===== src/rtl/cpu_defs_pkg.sv =====
// Shared CPU definitions: ALU opcode constants, writeback destination
// encodings and the writeback FSM state encoding.
package cpu_defs;

   // 5-bit ALU opcodes (same encoding as the ALU)
   localparam logic [4:0] OP_LOAD       = 5'b00000;
   localparam logic [4:0] OP_STORE      = 5'b00010;
   localparam logic [4:0] OP_ADD        = 5'b00011;
   localparam logic [4:0] OP_MUL        = 5'b01111;
   localparam logic [4:0] OP_DIV        = 5'b10000;
   localparam logic [4:0] OP_LAST_WRITE = 5'b10010;  // highest opcode that writes back

   // Destination selects driven with each bus word
   localparam logic [1:0] DEST_RZ  = 2'b00;
   localparam logic [1:0] DEST_LO  = 2'b01;
   localparam logic [1:0] DEST_HI  = 2'b10;
   localparam logic [1:0] DEST_MAR = 2'b11;

   typedef enum logic [1:0] {
      ST_IDLE    = 2'b00,
      ST_XFER_LO = 2'b01,
      ST_XFER_HI = 2'b10,
      ST_FINISH  = 2'b11
   } wb_state_e;

   // Opcodes above OP_LAST_WRITE produce no bus traffic
   function automatic logic op_writes(input logic [4:0] op);
      return (op <= OP_LAST_WRITE);
   endfunction

   // mul/div return a 64-bit result split over LO and HI
   function automatic logic op_two_word(input logic [4:0] op);
      return (op == OP_MUL) || (op == OP_DIV);
   endfunction

   // Destination of the first (or only) word
   function automatic logic [1:0] first_dest(input logic [4:0] op);
      if ((op == OP_LOAD) || (op == OP_STORE))
         return DEST_MAR;
      else if (op_two_word(op))
         return DEST_LO;
      else
         return DEST_RZ;
   endfunction

endpackage


===== src/rtl/alu_writeback.sv =====
// ALU writeback stage: captures the 64-bit ALU result into Z on start and
// streams it onto the 32-bit bus as one or two valid/ready transfers,
// each tagged with its destination register.
//
// Handshake: a word moves on a rising edge where bus_valid=1 and
// bus_ready=1. While bus_valid is high, bus_data and dest_sel are held
// stable; bus_valid only falls after a transfer or a wait timeout.
module alu_writeback
   import cpu_defs::*;
#(
   parameter int TIMEOUT = 16
) (
   input  logic        clk,
   input  logic        clr,
   input  logic        start,
   input  logic [4:0]  opcode,
   input  logic [63:0] c,
   input  logic        bus_ready,
   output logic        bus_valid,
   output logic [31:0] bus_data,
   output logic [1:0]  dest_sel,
   output logic        busy,
   output logic        done,
   output logic        err
);

   // Counter wide enough to hold TIMEOUT; one bit when the timeout is disabled
   localparam int CW = (TIMEOUT > 0) ? $clog2(TIMEOUT + 1) : 1;
   localparam logic [CW-1:0] LIMIT = CW'((TIMEOUT > 0) ? TIMEOUT - 1 : 0);

   wb_state_e     state_q, state_d;
   logic [63:0]   z_q;
   logic [4:0]    op_q;
   logic [1:0]    dest_q;
   logic [CW-1:0] wait_cnt;
   logic          err_q;
   logic          in_xfer;
   logic          timeout_hit;

   assign in_xfer = (state_q == ST_XFER_LO) || (state_q == ST_XFER_HI);
   // The stalled cycle that brings the counter to TIMEOUT aborts the word
   assign timeout_hit = (TIMEOUT != 0) && in_xfer && !bus_ready && (wait_cnt == LIMIT);

   // State register
   always_ff @(posedge clk or posedge clr) begin
      if (clr) state_q <= ST_IDLE;
      else     state_q <= state_d;
   end

   // Next-state logic
   always_comb begin
      state_d = state_q;
      case (state_q)
         ST_IDLE: begin
            if (start) state_d = op_writes(opcode) ? ST_XFER_LO : ST_FINISH;
         end
         ST_XFER_LO: begin
            if (bus_ready)        state_d = op_two_word(op_q) ? ST_XFER_HI : ST_FINISH;
            else if (timeout_hit) state_d = ST_IDLE;
         end
         ST_XFER_HI: begin
            if (bus_ready)        state_d = ST_FINISH;
            else if (timeout_hit) state_d = ST_IDLE;
         end
         ST_FINISH: state_d = ST_IDLE;
         default:   state_d = ST_IDLE;
      endcase
   end

   // Z/opcode capture, destination tag, wait counter and error pulse
   always_ff @(posedge clk or posedge clr) begin
      if (clr) begin
         z_q      <= '0;
         op_q     <= '0;
         dest_q   <= DEST_RZ;
         wait_cnt <= '0;
         err_q    <= 1'b0;
      end else begin
         err_q <= timeout_hit;
         if ((state_q == ST_IDLE) && start) begin
            z_q      <= c;
            op_q     <= opcode;
            dest_q   <= first_dest(opcode);
            wait_cnt <= '0;
         end else if ((state_q == ST_XFER_LO) && bus_ready && op_two_word(op_q)) begin
            dest_q   <= DEST_HI;
            wait_cnt <= '0;
         end else if (in_xfer && !bus_ready && (TIMEOUT != 0)) begin
            wait_cnt <= wait_cnt + 1'b1;
         end
      end
   end

   // Outputs decoded from registered state only
   always_comb begin
      bus_valid = in_xfer;
      bus_data  = '0;
      if (state_q == ST_XFER_LO)      bus_data = z_q[31:0];
      else if (state_q == ST_XFER_HI) bus_data = z_q[63:32];
      dest_sel  = in_xfer ? dest_q : 2'b00;
      busy      = (state_q != ST_IDLE);
      done      = (state_q == ST_FINISH);
      err       = err_q;
   end

endmodule


===== config.mk =====
export PLATFORM = sky130hd
export DESIGN_NAME = alu_writeback
export DESIGN_NICKNAME = d
export VERILOG_FILES = /design/src/rtl/cpu_defs_pkg.sv /design/src/rtl/alu_writeback.sv
export SDC_FILE = /design/constraint.sdc
export NUM_CORES = 1
export LEC_CHECK = 0
export BUFFER_PORTS_ARGS = -buffer_cell sky130_fd_sc_hd__buf_2
export CAP_MARGIN = 25
export CORE_MARGIN = 1.5
export CORE_UTILIZATION = 44
export CTS_BUF_LIST = sky130_fd_sc_hd__clkbuf_8
export CTS_CLUSTER_SIZE = 40
export DETAILED_ROUTE_END_ITERATION = 6
export GPL_TIMING_DRIVEN = 0
export PLACE_DENSITY = 0.7
export SYNTH_ARGS = -nofsm -noshare
export SYNTH_HDL_FRONTEND = slang
export SYNTH_SLANG_ARGS = --single-unit

===== constraint.sdc =====
create_clock -name clk -period 4.7 [get_ports clk]
set_input_delay 0.235 -clock clk [delete_from_list [all_inputs] [get_ports clk]]
set_output_delay 0.235 -clock clk [all_outputs]
set_load 0.01 [all_outputs]

==> results of run 1 <==
## cells in the final DEF, fill, tap and decap left out, types with 2 or more instances in the layout
cell type    n
and2_1       2
clkbuf_8     9
ha_1         7
nor2b_1      2
a211oi_1     2
clkinv_2     2
a22o_1       6
o22ai_1      2
dfrtp_1     79
clkbuf_1     3
mux2_2      69
xor2_1       2
o21ai_0     28
inv_1        6
nor2_1      11
nand2_1     57
or3_1        2
buf_2      124
nand4b_1     2
a21oi_1      3
nand4_1      2
## kinds of logic (layout without fill, tap and decap cells)
group | Yosys count | in the layout | share of synthesized area [%]
flip-flops | 79 | 79 | 53.98
adder cells (fa/ha/maj) | 7 | 7 | 2.391
AO/OA/AOI/OAI | 47 | 47 | 8.097
XOR/XNOR | 3 | 3 | 0.7176
multiplexers | 70 | 70 | 21.49
AND/OR/NAND/NOR | 86 | 86 | 10.28
buffers and inverters | 23 | 150 | 3.041
## cell type report
class / instances / area [µm²] / area share, %
Sequential cell: 79 / 1977 / 43.39
Multi-Input combinational cell: 213 / 1574 / 34.55
Timing Repair Buffer: 112 / 580.6 / 12.74
Tap cell: 105 / 131.4 / 2.884
Clock buffer: 9 / 123.9 / 2.719
Buffer: 18 / 92.59 / 2.032
Clock inverter: 6 / 55.05 / 1.208
Inverter: 5 / 21.27 / 0.4669
## critical path, stage by stage (launching register included)
cell	delay [ns]
dfrtp_1	0.41
inv_1	0.12
ha_1	0.15
buf_2	0.19
buf_2	0.25
buf_2	0.26
nand2_1	0.08
o21ai_0	0.11
buf_2	0.17
## worst max-delay path by stage
stage                   endpoint  slack [ns]  depth (start not counted)
floorplan              dest_q[0]        2.44                          1
global placement         z_q[11]        1.49                          2
detailed placement  bus_data[19]        2.74                          8
CTS                 bus_data[19]        2.35                          8
global route        bus_data[23]        2.19                          8
finish              bus_data[23]        2.38                          8
## per-stage QoR
| step | utilization, % | total power, mW | setup WS (ns) | instance area, µm² |
|---|---|---|---|---|
| final | 56.01 | 2.995 | 2.383 | 4556 |
| after global routing | 56.01 | 3.247 | 2.190 | 4556 |
| after CTS | 56.01 | 3.035 | 2.348 | 4556 |
| after detailed placement | 53.68 | 2.560 | 2.739 | 4367 |
| after global placement | 53.41 | 2.497 | 1.488 | 4344 |
| after floorplan | - | 2.111 | 2.442 | 3662 |
## per-layer routing
metal	vias up	share of wire, %	GRT usage [%]
li1	1334	-	-
met5	-	0	0
met3	10	5.1	3.074
met2	77	48	32.31
met4	0	1.7	8.831
met1	1310	46	24.82
## repair_timing
item                                   CTS  global route
buffers inserted                         0             0
endpoints found under the hold margin   39             0
hold buffers                             1             0
## flip-flops by register name (all words and copies together), names as in the netlist
| name | flops |
|---|---|
| dest_q | 2 |
| err | 1 |
| op_q | 5 |
| state_q | 2 |
| wait_cnt | 5 |
| z_q | 64 |
## power by group
group          leakage, nW  internal, mW  switching (mW)  total, mW
combinational         1.15         0.665           0.664       1.33
sequential           0.943          1.02           0.178       1.20
clock               0.0975         0.237           0.230      0.467
==> results.py, run 1 <==
metrics = {
    "sta": {
        "min_period_ns": 2.317,
        "finClkSkew_ns": 0.009066,
        "finalMaxSlewViolations": 0,
        "relSlewSlack_pct": 65.39,
        "fin_setup_tns_ns": 0,
        "rsz0062_at_grt": "no",
        "timing.final.crit_share_pct": 49.29,
        "setup_viol": 0,
        "hold_violations": 0,
        "max_freq_mhz": 431.7,
        "worst_slew_pin_slew_ns": 0.5191,
        "worst_hold_slack_ns": 0.1233,
    },
    "critical_path": {
        "worstReg2RegStart": "state_q[0]",
        "critPathRequiredTime_ns": 4.47,
        "ff2ff_setup_slack_ns": 2.90,
        "crit_start": "state_q[1]",
        "r2r_end": "z_q[17]",
        "cp_max_fo": 10,
        "worst_setup_path_start_kind": "flop",
        "crit_arrival_ns": 2.08,
        "critPathCaptureType": "primary output",
        "rr_worst_depth": 5,
        "criticalPathCategory": "reg2out",
    },
    "die": {
        "core-area_um2": 8134,
        "die_area_um2": 8879,
        "die_w_um": 94.23,
        "start_util_pct": 45.02,
        "die_h_um": 94.23,
        "pin_count": 111,
        "rows": 33,
    },
    "worst_hold_path": {
        "holdPathStages": 2,
        "hp-start": "c[63]",
        "hp-class": "in2reg",
        "holdPathEnd": "z_q[63]",
    },
    "cts": {
        "ctsResizeCount": 0,
        "cts_made_buffers": 9,
        "cts_max_level": 3,
        "clk_pin_slew_worst_paths_ns": 0.08,
        "cts.sinks": 79,
        "clk_latency_ns": 0.34,
        "cts_tree": "done",
        "cts_root_buffer": "clkbuf_8",
        "clk_path_buf_depth": 2,
    },
    "finish": {
        "n_fill_cell": 743,
        "fin_cells": 547,
        "drive_gt1_share_pct": 48.64,
        "antenna_cells": 0,
        "area_delta_synth_final_pct": 24.39,
        "nNetsFinal": 518,
    },
    "synthesis": {
        "ys.flop_type": "dfrtp_1",
        "synthArstFlopShare_pct": 100.0,
        "ys_warn_count": 0,
        "synth-seq-cells": 79,
        "synth_nets": 395,
        "yosys.area.top_type": "dfrtp_1",
        "syn_avg_cell_area_um2": 11.63,
        "synthTopCellsByCount": "79 x dfrtp_1, 69 x mux2_2, 57 x nand2_1",
        "syn_inst": 315,
        "yosysSeqAreaShare_pct": 53.98,
        "synth_area_leaders": "dfrtp_1 54%, mux2_2 21%, nand2_1 5.8%",
        "synth_area_um2": 3662,
        "synth-edff-count": 0,
        "yosys.area.top_type_share_pct": 53.98,
        "yosys.cell_types.count": 36,
        "yosysMostFrequentCell": "dfrtp_1",
    },
    "route": {
        "antenna_left": 0,
        "vias": 2731,
        "drtIter0Drc": 88,
        "viasPerCell": 4.993,
        "routed_wl_um": 7990,
        "wl_per_cell_um": 14.61,
        "drcViolationCount": 0,
        "dr.pass1.iters": 4,
    },
    "status": {
        "status": "finished, final reports clean",
    },
    "placement": {
        "port_buffers": 110,
        "dpl.hpwl_um": 5879,
        "post-place-cells": 531,
        "place.gp.congestion": 0.7526,
    },
    "global_routing": {
        "grt_pass1_wl_um": 13100,
        "grt_overflow": 0,
        "antenna_found_initial": 0,
        "grt_max_degree": 41,
        "grt_pass1_vias": 2827,
        "track_usage_pct": 19.44,
    },
    "power_and_ir_drop": {
        "power_leakage_nw": 2.187,
        "irDropWorstVdd_mv": 0.2732,
        "power-per-cell-area_nw_per_um2": 657.4,
    },
    "job": {
        "maxCapViolCount": 0,
    },
}
No activity file was read; power rests on OpenSTA's default activity.
==> run 2, diff against run 1 <==
Clock period 4.7 ns to 2.15 ns, I/O delays scaled along.
==> run 2 against run 1 <==
  * Die area stayed put
  * Count of clock-buffer cells in the layout unchanged
  * Clock power rose by 120%
  * Core utilization is 7.7 points higher
  * First-iteration DRC count fell by 10%
  * Critical path depth stayed put
  * Via count increased by 9.0%
  * Hold slack got worse by 0.11 ns
  * Design area increased by 14%
  * Global-route usage up 1.6 points
  * Sequential power increased by 120%
  * Largest power group unchanged
  * Highest routed layer unchanged
==> results.py, run 2 (synthesized netlist as in run 1, its figures left out) <==
metrics = {
    "critical_path": {
        "slowest_stage": "dfrtp_1",
        "ff2ff_setup_slack_ns": 0.36,
        "worstReg2RegStart": "state_q[0]",
        "rr_worst_depth": 5,
        "path_buf_inv": 5,
        "cp.depth": 8,
        "worst_setup_path_start_kind": "flop",
        "criticalPathCategory": "reg2out",
        "critPathRequiredTime_ns": 2.04,
        "critPathCaptureType": "primary output",
        "slowest_delay_ns": 0.41,
        "crit_chain": "inv_1, ha_1, clkbuf_4, buf_6, buf_4, nand2_1, o21ai_0, buf_2",
        "r2r_end": "z_q[17]",
        "crit_arrival_ns": 1.89,
        "crit_family": "buffers and inverters",
        "cp_max_fo": 10,
    },
    "cts": {
        "cts.sinks": 79,
        "clk_latency_ns": 0.34,
        "cts_made_buffers": 9,
        "clk_path_buf_depth": 2,
        "cts_max_level": 3,
        "post_cts_buffers": 0,
        "cts_tree": "done",
        "clk_pin_slew_worst_paths_ns": 0.08,
        "cts_root_buffer": "clkbuf_8",
    },
    "global_routing": {
        "grt_max_degree": 41,
        "grt_pass1_vias": 3146,
        "track_usage_pct": 20.99,
        "grt_overflow": 0,
        "antenna_found_initial": 0,
        "grt_pass1_wl_um": 14230,
    },
    "route": {
        "drtIter0Drc": 79,
        "wl_per_cell_um": 14.40,
        "drcViolationCount": 0,
        "dr.pass1.iters": 4,
        "viasPerCell": 4.914,
        "antenna_left": 0,
        "vias": 2978,
        "routed_wl_um": 8726,
    },
    "sta": {
        "setup_viol": 0,
        "min_period_ns": 1.997,
        "worst_slew_pin_slew_ns": 0.5126,
        "rsz0062_at_grt": "no",
        "finClkSkew_ns": 0.01037,
        "timing.final.crit_share_pct": 92.90,
        "finalMaxSlewViolations": 0,
        "fin_setup_tns_ns": 0,
        "hold_violations": 0,
        "relSlewSlack_pct": 65.83,
        "max_freq_mhz": 500.7,
    },
    "power_and_ir_drop": {
        "power_leakage_nw": 2.449,
        "irDropWorstVdd_mv": 0.6688,
        "power-per-cell-area_nw_per_um2": 1303,
        "clockPowerShare_pct": 15.3,
        "p_int_mw": 4.341,
        "finalPower_mw": 6.753,
        "p_seq_share_pct": 38.9,
        "p_comb_share_pct": 45.8,
        "swShare_pct": 35.72,
        "p_sw_mw": 2.412,
    },
    "die": {
        "rows": 33,
        "die_area_um2": 8879,
        "core-area_um2": 8134,
        "die_h_um": 94.23,
        "pin_count": 111,
        "die_w_um": 94.23,
        "start_util_pct": 45.02,
    },
    "placement": {
        "place.gp.congestion": 0.7526,
        "placed_area_um2": 4367,
        "port_buffers": 110,
        "dpl.hpwl_um": 5879,
        "post-place-cells": 531,
    },
    "finish": {
        "largest-register": "z_q",
        "final_area_um2": 5181,
        "antenna_cells": 0,
        "area_delta_synth_final_pct": 41.48,
        "final_cell_mix": "117 x buf_2, 79 x dfrtp_1, 69 x mux2_2",
        "largest_reg_flops": 64,
        "nNetsFinal": 577,
        "n_fill_cell": 674,
        "drive_gt1_share_pct": 43.71,
        "reg_top3": "z_q: 64 flops, op_q: 5 flops, wait_cnt: 5 flops",
        "mostFrequentLayoutCell": "buf_2",
        "fin_cells": 606,
    },
    "worst_hold_path": {
        "hp-start": "c[54]",
        "holdPathEnd": "z_q[54]",
        "holdPathStages": 2,
        "hp-class": "in2reg",
    },
    "job": {
        "maxCapViolCount": 0,
    },
    "status": {
        "status": "finished, final reports clean",
    },
}
run 2: layout make-up:
cell class,instances,area [µm²],share of cell area (%)
Sequential cell,79,1977,38.16
Inverter,5,21.27,0.4105
Multi-Input combinational cell,213,1577,30.43
Buffer,18,125.1,2.415
Tap cell,105,131.4,2.536
Timing Repair Buffer,171,1171,22.60
Clock buffer,9,123.9,2.391
Clock inverter,6,55.05,1.063
run 2: worst register-to-register path: cells and delay by family (launching register included):
| family | cells | cell delay, ns |
|---|---|---|
| and+or+nand+nor | 1 | 0.21 |
| muxes | 1 | 0.38 |
| DFF | 1 | 0.40 |
| buffers and inverters | 2 | 0.43 |
| adders and majority gates | 1 | 0.26 |
run 2: how the worst max path moves through the flow:
stage	from	to	slack, ns
3_5_place_dp	state_q[1]	bus_data[19]	0.32
3_3_place_gp	clr	z_q[11]	-0.93
5_1_grt	state_q[0]	bus_data[17]	0.003
4_1_cts	state_q[0]	bus_data[19]	0.004
2_1_floorplan	clr	dest_q[0]	0.02
6_report	state_q[1]	bus_data[17]	0.15
run 2: what timing repair did:
| item | CTS | global route |
|---|---|---|
| hold buffers | 59 | 1 |
| endpoints found under the hold margin | 97 | 1 |
| endpoints found under the setup margin | 20 | 32 |
| gates resized for setup | 5 | 14 |
run 2: metrics by stage:
step           hold WS [ns]  setup WS [ns]  utilization [%]
2_1_floorplan        0.2580        0.01912                -
3_3_place_gp         0.3397        -0.9349            53.41
3_5_place_dp         0.1916         0.3169            53.68
4_1_cts           0.0008186       0.003783            63.30
5_1_grt            0.005077       0.002597            63.70
6_report            0.01022         0.1526            63.70
run 2: routing by layer:
metal / vias up / track usage [%] / routed length, µm
li1: 1448 / - / -
met1: 1438 / 25.59 / 3898
met2: 83 / 36.69 / 4296
met3: 9 / 2.913 / 412
met4: 0 / 9.328 / 118
met5: - / 0 / 0
run 2: power by group through the flow:
stage | logic, mW | registers (mW) | clock network (mW)
3_5_place_dp | 2.96 | 2.64 | 0
2_1_floorplan | 2.09 | 2.53 | 0
5_1_grt | 3.44 | 2.72 | 1.13
4_1_cts | 3.07 | 2.61 | 1.06
6_report | 3.09 | 2.63 | 1.04
3_3_place_gp | 2.87 | 2.59 | 0
